===== src/rtl/lap_stopwatch.sv =====
`default_nettype none
// ============================================================================
//  Module   : lap_stopwatch
//  Purpose  : mm:ss stopwatch counted from a 1 Hz tick enable, with a lap
//             buffer of LAP_DEPTH entries that can be recalled after stopping.
//             Buttons are honoured only while stopwatch_mode_en is high;
//             counting carries on in the background regardless.
//  Ports    : clk                 rising-edge system clock
//             rst                 asynchronous active-low reset
//             tick                single-cycle 1 Hz count enable
//             stopwatch_mode_en   gates every button input
//             start_stop / lap / clear / recall   single-cycle button pulses
//             min_out / sec_out   registered display value
//             running / recall_mode               state indicators
//             recall_idx          lap entry being shown in RECALL
//             lap_count           number of laps stored
//             lap_ovf             sticky: lap requested with buffer full
//             rollover            one-cycle pulse on MIN_MAX:SEC_MAX -> 0:00
//  Options  : define LAP_DELTA_EN to store split deltas instead of absolute
//             lap timestamps.
//  Revision : 1.0  initial release
// ============================================================================
module lap_stopwatch #(
    parameter  int LAP_DEPTH  = 4,
    parameter  int CNT_W      = 6,
    parameter  int SEC_MAX    = 59,
    parameter  int MIN_MAX    = 59,
    parameter  int HOLD_TICKS = 3,
    localparam int LAP_W      = $clog2(LAP_DEPTH + 1)
) (
    input  logic             clk,
    input  logic             rst,
    input  logic             tick,
    input  logic             stopwatch_mode_en,
    input  logic             start_stop,
    input  logic             lap,
    input  logic             clear,
    input  logic             recall,
    output logic [CNT_W-1:0] min_out,
    output logic [CNT_W-1:0] sec_out,
    output logic             running,
    output logic             recall_mode,
    output logic [LAP_W-1:0] recall_idx,
    output logic [LAP_W-1:0] lap_count,
    output logic             lap_ovf,
    output logic             rollover
);

    localparam logic [1:0] S_IDLE   = 2'd0;
    localparam logic [1:0] S_RUN    = 2'd1;
    localparam logic [1:0] S_STOP   = 2'd2;
    localparam logic [1:0] S_RECALL = 2'd3;

    // A zero-tick hold still needs a one-bit counter to keep widths legal.
    localparam int HOLD_W = (HOLD_TICKS > 0) ? $clog2(HOLD_TICKS + 1) : 1;

    localparam logic [CNT_W-1:0]  C_SEC_MAX = CNT_W'(SEC_MAX);
    localparam logic [CNT_W-1:0]  C_MIN_MAX = CNT_W'(MIN_MAX);
    localparam logic [CNT_W-1:0]  C_ONE     = CNT_W'(1);
    localparam logic [LAP_W-1:0]  C_DEPTH   = LAP_W'(LAP_DEPTH);
    localparam logic [LAP_W-1:0]  C_LAP_ONE = LAP_W'(1);
    localparam logic [HOLD_W-1:0] C_HOLD    = HOLD_W'(HOLD_TICKS);
    localparam logic [HOLD_W-1:0] C_HOLD1   = HOLD_W'(1);

    logic [1:0]           state_q, state_d;
    logic [CNT_W-1:0]     min_q, min_d, sec_q, sec_d;
    logic [LAP_W-1:0]     lap_count_q, lap_count_d;
    logic [LAP_W-1:0]     recall_idx_q, recall_idx_d;
    logic                 lap_ovf_q, lap_ovf_d;
    logic                 rollover_q, rollover_d;
    logic [HOLD_W-1:0]    hold_q, hold_d;
    logic [2*CNT_W-1:0]   hold_val_q;
    logic [2*CNT_W-1:0]   disp_q, disp_d;
    logic [2*CNT_W-1:0]   lap_buf_q [LAP_DEPTH];

    logic                 w_clr, w_ss, w_lap, w_rc;
    logic                 w_count, w_do_clear, w_lap_ok, w_lap_full;
    logic [2*CNT_W-1:0]   w_entry;
    logic [2*CNT_W-1:0]   w_rec_val;

    // ------------------------------------------------------------------
    // Button qualification: gate by mode, then keep only the highest
    // priority press (clear > start_stop > lap > recall).
    // ------------------------------------------------------------------
    always_comb begin
        w_clr = stopwatch_mode_en & clear;
        w_ss  = stopwatch_mode_en & start_stop & ~clear;
        w_lap = stopwatch_mode_en & lap & ~clear & ~start_stop;
        w_rc  = stopwatch_mode_en & recall & ~clear & ~start_stop & ~lap;
    end

    assign w_count    = (state_q == S_RUN) & tick;
    assign w_do_clear = w_clr & ((state_q == S_IDLE) | (state_q == S_STOP));
    assign w_lap_ok   = w_lap & (state_q == S_RUN) & (lap_count_q != C_DEPTH);
    assign w_lap_full = w_lap & (state_q == S_RUN) & (lap_count_q == C_DEPTH);

    // ------------------------------------------------------------------
    // FSM: state register
    // ------------------------------------------------------------------
    always_ff @(posedge clk or negedge rst) begin
        if (!rst) state_q <= S_IDLE;
        else      state_q <= state_d;
    end

    // FSM: next state
    always_comb begin
        state_d = state_q;
        case (state_q)
            S_IDLE: begin
                if (w_ss) state_d = S_RUN;
            end
            S_RUN: begin
                if (w_ss) state_d = S_STOP;
            end
            S_STOP: begin
                if (w_clr)                              state_d = S_IDLE;
                else if (w_ss)                          state_d = S_RUN;
                else if (w_rc && lap_count_q != '0)     state_d = S_RECALL;
            end
            S_RECALL: begin
                if (w_ss) state_d = S_STOP;
            end
            default: state_d = S_IDLE;
        endcase
    end

    // FSM: outputs
    always_comb begin
        running     = (state_q == S_RUN);
        recall_mode = (state_q == S_RECALL);
    end

    // ------------------------------------------------------------------
    // Lap entry value: absolute time, or split delta from the last lap.
    // ------------------------------------------------------------------
`ifdef LAP_DELTA_EN
    localparam logic [CNT_W-1:0] C_SEC_MOD = CNT_W'(SEC_MAX + 1);
    localparam logic [CNT_W-1:0] C_MIN_MOD = CNT_W'(MIN_MAX + 1);

    logic [2*CNT_W-1:0] prev_q, prev_d;
    logic [CNT_W-1:0]   w_prev_min, w_prev_sec, w_dsec, w_dmin;
    logic               w_borrow, w_min_neg;

    // The true delta always fits in CNT_W bits, so modular arithmetic at
    // that width yields the exact result even when the modulus truncates.
    always_comb begin
        w_prev_min = prev_q[2*CNT_W-1:CNT_W];
        w_prev_sec = prev_q[CNT_W-1:0];
        w_borrow   = sec_q < w_prev_sec;
        w_dsec     = sec_q - w_prev_sec;
        if (w_borrow) w_dsec = w_dsec + C_SEC_MOD;
        w_min_neg  = (min_q < w_prev_min) || ((min_q == w_prev_min) && w_borrow);
        w_dmin     = min_q - w_prev_min - {{(CNT_W-1){1'b0}}, w_borrow};
        if (w_min_neg) w_dmin = w_dmin + C_MIN_MOD;
        w_entry    = {w_dmin, w_dsec};
    end

    always_comb begin
        prev_d = prev_q;
        if (w_do_clear)    prev_d = '0;
        else if (w_lap_ok) prev_d = {min_q, sec_q};
    end

    always_ff @(posedge clk or negedge rst) begin
        if (!rst) prev_q <= '0;
        else      prev_q <= prev_d;
    end
`else
    assign w_entry = {min_q, sec_q};
`endif

    // ------------------------------------------------------------------
    // Time, lap bookkeeping and hold counter next-state
    // ------------------------------------------------------------------
    always_comb begin
        min_d      = min_q;
        sec_d      = sec_q;
        rollover_d = 1'b0;
        if (w_do_clear) begin
            min_d = '0;
            sec_d = '0;
        end else if (w_count) begin
            if (sec_q == C_SEC_MAX) begin
                sec_d = '0;
                if (min_q == C_MIN_MAX) begin
                    min_d      = '0;
                    rollover_d = 1'b1;
                end else begin
                    min_d = min_q + C_ONE;
                end
            end else begin
                sec_d = sec_q + C_ONE;
            end
        end
    end

    always_comb begin
        lap_count_d  = lap_count_q;
        recall_idx_d = recall_idx_q;
        lap_ovf_d    = lap_ovf_q;
        if (w_do_clear) begin
            lap_count_d  = '0;
            recall_idx_d = '0;
            lap_ovf_d    = 1'b0;
        end else begin
            if (w_lap_ok)   lap_count_d = lap_count_q + C_LAP_ONE;
            if (w_lap_full) lap_ovf_d   = 1'b1;
            if (state_q == S_STOP && w_rc && lap_count_q != '0)
                recall_idx_d = '0;
            else if (state_q == S_RECALL && w_rc)
                recall_idx_d = (recall_idx_q + C_LAP_ONE == lap_count_q) ?
                               '0 : recall_idx_q + C_LAP_ONE;
        end
    end

    // The hold only lives in RUN; a fresh lap reloads it even on a tick.
    always_comb begin
        hold_d = hold_q;
        if (state_d != S_RUN)           hold_d = '0;
        else if (w_lap_ok)              hold_d = C_HOLD;
        else if (tick && hold_q != '0)  hold_d = hold_q - C_HOLD1;
    end

    // ------------------------------------------------------------------
    // Display source, sampled from current state so it lags by one cycle
    // ------------------------------------------------------------------
    always_comb begin
        w_rec_val = '0;
        for (int i = 0; i < LAP_DEPTH; i++) begin
            if (LAP_W'(i) == recall_idx_q) w_rec_val = lap_buf_q[i];
        end
    end

    always_comb begin
        if (state_q == S_RECALL)                  disp_d = w_rec_val;
        else if (state_q == S_RUN && hold_q != '0) disp_d = hold_val_q;
        else                                      disp_d = {min_q, sec_q};
    end

    // ------------------------------------------------------------------
    // Registers
    // ------------------------------------------------------------------
    always_ff @(posedge clk or negedge rst) begin
        if (!rst) begin
            min_q        <= '0;
            sec_q        <= '0;
            lap_count_q  <= '0;
            recall_idx_q <= '0;
            lap_ovf_q    <= 1'b0;
            rollover_q   <= 1'b0;
            hold_q       <= '0;
            hold_val_q   <= '0;
            disp_q       <= '0;
        end else begin
            min_q        <= min_d;
            sec_q        <= sec_d;
            lap_count_q  <= lap_count_d;
            recall_idx_q <= recall_idx_d;
            lap_ovf_q    <= lap_ovf_d;
            rollover_q   <= rollover_d;
            hold_q       <= hold_d;
            disp_q       <= disp_d;
            if (w_lap_ok) hold_val_q <= w_entry;
        end
    end

    always_ff @(posedge clk or negedge rst) begin
        if (!rst) begin
            for (int i = 0; i < LAP_DEPTH; i++) lap_buf_q[i] <= '0;
        end else if (w_lap_ok) begin
            for (int i = 0; i < LAP_DEPTH; i++) begin
                if (LAP_W'(i) == lap_count_q) lap_buf_q[i] <= w_entry;
            end
        end
    end

    assign min_out    = disp_q[2*CNT_W-1:CNT_W];
    assign sec_out    = disp_q[CNT_W-1:0];
    assign recall_idx = recall_idx_q;
    assign lap_count  = lap_count_q;
    assign lap_ovf    = lap_ovf_q;
    assign rollover   = rollover_q;

endmodule
`default_nettype wire

===== config.mk =====
export PLATFORM = sky130hd
export DESIGN_NAME = lap_stopwatch
export DESIGN_NICKNAME = d
export VERILOG_FILES = /design/src/rtl/lap_stopwatch.sv
export SDC_FILE = /design/constraint.sdc
export NUM_CORES = 1
export LEC_CHECK = 0
export BUFFER_PORTS_ARGS = -buffer_cell sky130_fd_sc_hd__buf_2
export CAP_MARGIN = 20
export CORE_ASPECT_RATIO = 1.5
export CORE_MARGIN = 4
export CORE_UTILIZATION = 34
export DETAILED_ROUTE_END_ITERATION = 8
export PLACE_DENSITY_LB_ADDON = 0.15
export REMOVE_ABC_BUFFERS = 1
export SLEW_MARGIN = 20
export SYNTH_ARGS = -nofsm -noshare
export SYNTH_HDL_FRONTEND = slang
export SYNTH_SLANG_ARGS = --single-unit

===== constraint.sdc =====
create_clock -name clk -period 2.2 [get_ports clk]
set_clock_uncertainty 0.15 [all_clocks]
set_input_delay 0.44 -clock clk [delete_from_list [all_inputs] [get_ports clk]]
set_output_delay 0.44 -clock clk [all_outputs]
set_load 0.05 [all_outputs]

==> results of run 1 <==
[where the power goes]
part	internal (mW)	switching (mW)	leakage (nW)	total (mW)
Sequential	1.94	0.108	1.32	2.05
Clock	0.857	0.660	0.137	1.52
Combinational	0.408	0.934	1.13	1.34
Total	3.21	1.70	2.59	4.91
[registers in the layout (all words and copies together), names as in the netlist]
name	cells
hold_q	2
disp_q	12
min_q	6
rollover	1
lap_buf_q	48
lap_ovf	1
lap_count	3
state_q	2
sec_q	6
recall_idx	3
hold_val_q	12
[cells in the final DEF, fill, tap and decap left out, drive strengths merged, types with 5 or more instances in the layout]
cell,count
nor2b,5
nor2,11
and3,5
mux2,61
a221oi,12
a211o,12
a21oi,23
clkbuf,12
dfrtp,96
a32oi,12
buf,53
nand4,6
xor2,5
ha,13
nand3,8
nand2,42
o21ai,11
inv,25
[cell usage after synthesis (4+ instances only)]
| master | n |
|---|---|
| dfrtp_1 | 96 |
| nand2_1 | 42 |
| mux2_2 | 31 |
| mux2_4 | 30 |
| inv_1 | 24 |
| a21oi_1 | 23 |
| clkbuf_1 | 14 |
| ha_1 | 13 |
| a211o_1 | 12 |
| a221oi_1 | 12 |
| a32oi_1 | 12 |
| nor2_1 | 11 |
| o21ai_0 | 11 |
| nand3_1 | 6 |
| nand4_1 | 6 |
| xor2_1 | 5 |
| a31oi_1 | 4 |
| nand3b_1 | 4 |
| nor2b_1 | 4 |
[stage by stage]
| stage | util (%) | cells | worst slack [ps] |
|---|---|---|---|
| after global placement | 37.51 | 625 | 104.9 |
| after global routing | 39.69 | 642 | 62.35 |
| final | 39.69 | 642 | 130.2 |
| after floorplan | - | 380 | -268.3 |
| after CTS | 39.69 | 642 | 101.5 |
| after detailed placement | 37.51 | 625 | 98.85 |
[per-layer routing]
metal	part of all wire (%)	GRT usage, %	routed length [um]	up-vias
met4	2.3	5.432	260	0
met2	52	26.40	5959	54
met1	43	17.61	4925	1635
met5	0	0	0	-
li1	-	-	-	1532
met3	3.5	3.090	409	16
[kinds of logic after synthesis]
kind of cell | count (synthesis) | share of synthesized area (%)
mux | 63 | 16.89
simple gates | 98 | 11.40
buf+inv | 54 | 6.240
fa+ha+maj | 13 | 3.352
xor+xnor | 7 | 1.264
flops | 96 | 49.51
compound gates | 78 | 11.35
[area by class of cell]
cell class | instances | area, um^2 | share of cell area [%]
sequential | 96 | 2402 | 43.26
multi-input combinational | 259 | 2147 | 38.67
timing repair buffer | 54 | 375.4 | 6.760
clock buffer | 12 | 266.5 | 4.799
tap | 192 | 240.2 | 4.326
inverter | 25 | 93.84 | 1.690
clock inverter | 4 | 27.53 | 0.4957
[how the worst max path moves through the flow]
stage                         end  slack [ps]  cells after the start
detailed placement  lap_buf_q[35]         100                      5
global route            disp_q[2]          60                      5
global placement    lap_buf_q[35]         100                      5
floorplan           hold_val_q[0]        -270                      5
finish                  disp_q[2]         130                      5
CTS                     disp_q[2]         100                      5
[worst register-to-register path: stages, from the launching register on]
cell	delay [ps]
dfrtp_1	430
ha_1	200
ha_1	180
or2_2	430
a211o_1	350
a32oi_1	220
[repair_timing]
item	4_1_cts	5_1_grt
hold buffers	1	0
hold endpoints to repair	35	0
buffers inserted	0	0
==> run metrics, run 1 <==
outcome completed; die area 16290 um^2; Worst EP arrival 2160 ps; site row count 53; DP Area 5249 um^2; TritonCTS Buffers 9; Clock transition at path regs 70 ps; Critical Path Sink Type register; WP data required 2290 ps; final WL 11.56 mm; Die X 105.5 um; Max stage delay on crit path 430 ps; Synth Instances 409; worst r2r src recall_idx[1]; top-level I/O count 30; Global Route Usage Sum 14.86%; vias in the first global route 3428; ys flop type dfrtp_1; Bufs and invs on worst path 0; Least-Margin Pin Slew 566.0 ps; port buffer count 29; Pre-antenna DRT Iters 4; clk_lat worst skew 340 ps; final hold violations 0; CP Class reg -> reg; first-pass GRT wire length 18.69 mm; Clock Tree Buf Depth 2; Min Hold Slack 250.8 ps; fillers 1365; RR Endpoint disp_q[2]; largest net degree at the start of global routing 39; cells on worst reg2reg path 5; Cells on Worst Hold Path 2; P&R area growth vs syn 14.44%; share of the synthesized area in the top cell type 49.51%; Synth Cell Area 4852 um^2; Post-synth EDFFs 0; # diodes 0; nets 466; Cell variety after synth 50; hpwl dp 7.718 mm; initial antenna violation count 0; PostCTS Resize Cnt 0; syn_area_per_cell 11.86 um^2; DR iter-0 viols 113; GP Congestion 0.7709; slowest stage cell, crit path dfrtp_1; Synth area leaders dfrtp_1, mux2_4, mux2_2; grt ovf 0; wire per inst 18.00 um; vias per std cell 5.042; Worst path most repeated cell ha_1; Worst Setup SP recall_idx[1]; hold crit path type in -> reg; final instance area 5553 um^2; PD cells 884.1 nW/um^2; H-tree levels 3; Sink Count 96; Final Setup Violations 0; maximum vdd ir drop 0.3981 mV; register area share after synthesis 49.51%; warnings from Yosys 0; fin. max-slew vios 0; core box area 13990 um^2; Worst Hold End state_q[0]; Hold Startpoint stopwatch_mode_en; R2R Setup Slk 130 ps; post-synthesis register bit count 96; initial core utilization 34.68%; CTS tree done; fmax 483.1 MHz; Design Power 4.909 mW; # DRC 0; Final min period 2070 ps; leading area contributor after synthesis dfrtp_1; crit path max fanout 12; LEAKAGE 2.585 nW; ANT nets after route 0; ratio of cells with drive above 1 in the final layout 31.33%; Tcrit/Tclk final 94.08%; Die Y 154.3 um; crit path cell chain ha_1, ha_1, or2_2, a211o_1, a32oi_1; crit-path leading delay family compound AO/OA/AOI/OAI gates; asr flop ratio synth 100.0%; CTS root buffer clkbuf_16; Max Cap Viol 0; startpoint types register; Rel. slew slack 62.27%; RSZ-0062 raised after global routing false; routed vias 3237; setup TNS after final layout 0 ps
Note: power is estimated with default switching activity, not from simulation.
==> run 2: changes to the inputs <==
--- a/config.mk
+++ b/config.mk
@@ -5,11 +5,11 @@
 export SDC_FILE = /design/constraint.sdc
 export NUM_CORES = 1
 export LEC_CHECK = 0
-export BUFFER_PORTS_ARGS = -buffer_cell sky130_fd_sc_hd__buf_2
+export BUFFER_PORTS_ARGS = -buffer_cell sky130_fd_sc_hd__buf_4
 export CAP_MARGIN = 20
 export CORE_ASPECT_RATIO = 1.5
 export CORE_MARGIN = 4
-export CORE_UTILIZATION = 34
+export CORE_UTILIZATION = 45
 export DETAILED_ROUTE_END_ITERATION = 8
 export PLACE_DENSITY_LB_ADDON = 0.15
 export REMOVE_ABC_BUFFERS = 1
==> run 2 against run 1 <==
Sequential power is essentially flat. Clock-buffer cell count is the same. Flip-flop and latch count is the same. Wire length grew 0.49%. Cell count shrank 7.6%. Critical path depth grew 2. Clock power is essentially flat. Utilization grew 13 points. Die area shrank 23%. First-iteration DRC count grew 39%. Power grew 2.5%. Sequential share of layout area shrank 0.078 points. Critical endpoint is now recall_idx[2]. Largest cell class unchanged.
==> run metrics, run 2 (synthesized netlist as in run 1, its figures left out) <==
Die Y 135.2 um; ANT nets after route 0; die area 12540 um^2; Final min period 2060 ps; Psw 1.698 mW; Design Power 5.030 mW; CTS tree done; crit-path leading delay family adder cells; Tcrit/Tclk final 93.62%; footprint of the multi-input gates 2152 um^2; Sink Count 96; TritonCTS Buffers 9; largest net degree at the start of global routing 41; first-pass GRT wire length 19.23 mm; Most flops, register lap_buf_q; hold crit path type in -> reg; Crit. path cell count 7; ratio of cells with drive above 1 in the final layout 30.96%; final WL 11.61 mm; clock network power share 30.8%; largest registers lap_buf_q x48, disp_q x12, hold_val_q x12; maximum vdd ir drop 0.3899 mV; RSZ-0062 raised after global routing false; cells on worst reg2reg path 7; max FFs per register 48; site row count 46; Max stage delay on crit path 410 ps; slowest stage cell, crit path dfrtp_1; fin. max-slew vios 0; vias per std cell 5.572; # diodes 0; Cells on Worst Hold Path 2; final hold violations 0; routed vias 3304; Min Hold Slack 216.1 ps; fillers 986; crit path cell chain buf_4, ha_1, ha_1, xor2_1, nand3_1, or3b_1, a21oi_1; Final Setup Violations 0; Rel. slew slack 58.19%; Flop pwr share 41.3%; fmax 485.5 MHz; port buffer count 29; DR iter-0 viols 157; core box area 10590 um^2; Least-Margin Pin Slew 624.4 ps; combinational cell fraction of total power 27.9%; Bufs and invs on worst path 1; Worst EP arrival 2160 ps; Sw Share 33.75%; initial core utilization 45.82%; Die X 92.79 um; crit path max fanout 4; LEAKAGE 2.598 nW; most frequent cells in the layout dfrtp_1, buf_4, nand2_1; Clock transition at path regs 60 ps; clk_lat worst skew 340 ps; vias in the first global route 3534; Global Route Usage Sum 20.09%; Int Pwr 3.332 mW; nets 466; Clock Tree Buf Depth 2; sequential cell area 2402 um^2; GP Congestion 0.8210; PD cells 904.2 nW/um^2; grt ovf 0; CP Class reg -> reg; # DRC 0; most common cell after layout, fill and taps aside dfrtp_1; startpoint types register; wire per inst 19.58 um; Critical Path Sink Type register; top-level I/O count 30; WP data required 2310 ps; outcome completed; Pre-antenna DRT Iters 4; CTS root buffer clkbuf_16; initial antenna violation count 0; H-tree levels 3; hpwl dp 7.886 mm; Worst path most repeated cell ha_1; P&R area growth vs syn 14.65%; Max Cap Viol 0
## run 2: changes by cell type in the layout (fill, tap and decap cells not counted)
cell        delta
clkbuf_8       -2
or2_2          -1
clkbuf_1       +2
clkinvlp_4     -2
nor2b_2        +1
buf_4         +28
nor2b_1        -1
buf_2         -28
bufinv_16      +1
or2_4          +1
## run 2: through the flow
step	util, %	worst slack (ps)	area [um^2]	setup TNS (ps)	instances
final	52.53	140.3	5563	0	593
after detailed placement	49.66	-71.75	5259	-627.1	577
after CTS	52.50	102.7	5560	0	593
after global placement	49.66	-148.1	5259	-1331	577
after floorplan	-	-268.3	4643	-5284	380
after global routing	52.53	3.792	5563	0	593
## run 2: path summary, 6_finish.rpt
| kind | end | slack, ps | start |
|---|---|---|---|
| setup / recovery | recall_idx[2] | 140 | recall_idx[0] |
| hold / removal | state_q[1] | 220 | clear |
| setup reg to reg | recall_idx[2] | 140 | recall_idx[0] |
| hold reg to reg | hold_val_q[9] | 360 | hold_val_q[9] |
| max in group asynchronous | lap_buf_q[45] | 860 | rst |
| min in group asynchronous | hold_val_q[8] | 450 | rst |
## run 2: timing repair
item,in CTS,in global routing
endpoints found under the setup margin,12,2
endpoints found under the hold margin,31,0
hold buffers,1,0
pin swaps,0,0
gates resized for setup,1,1
cloned,0,0
buffers inserted,0,0
## run 2: power groups by stage
stage | clock network (mW) | registers (mW) | logic, mW
2_1_floorplan | 0 | 2.44 | 0.528
3_3_place_gp | 0 | 2.12 | 1.39
3_5_place_dp | 0 | 2.12 | 1.41
4_1_cts | 1.58 | 2.08 | 1.42
5_1_grt | 1.67 | 2.10 | 1.52
6_report | 1.55 | 2.08 | 1.40
## run 2: cell type report
type	count	area share, %
sequential	96	43.18
multi-input combinational	259	38.69
timing repair buffer	54	8.007
clock buffer	12	4.431
tap	144	3.239
inverter	25	1.687
clock inverter	3	0.7647
## run 2: per-layer routing
metal / wire [um] / vias to the layer above / global-route usage (%)
met3: 365 / 14 / 3.835
li1: - / 1530 / -
met1: 4751 / 1675 / 24.28
met5: 0 / - / 0
met4: 226 / 0 / 7.905
met2: 6269 / 85 / 35.11
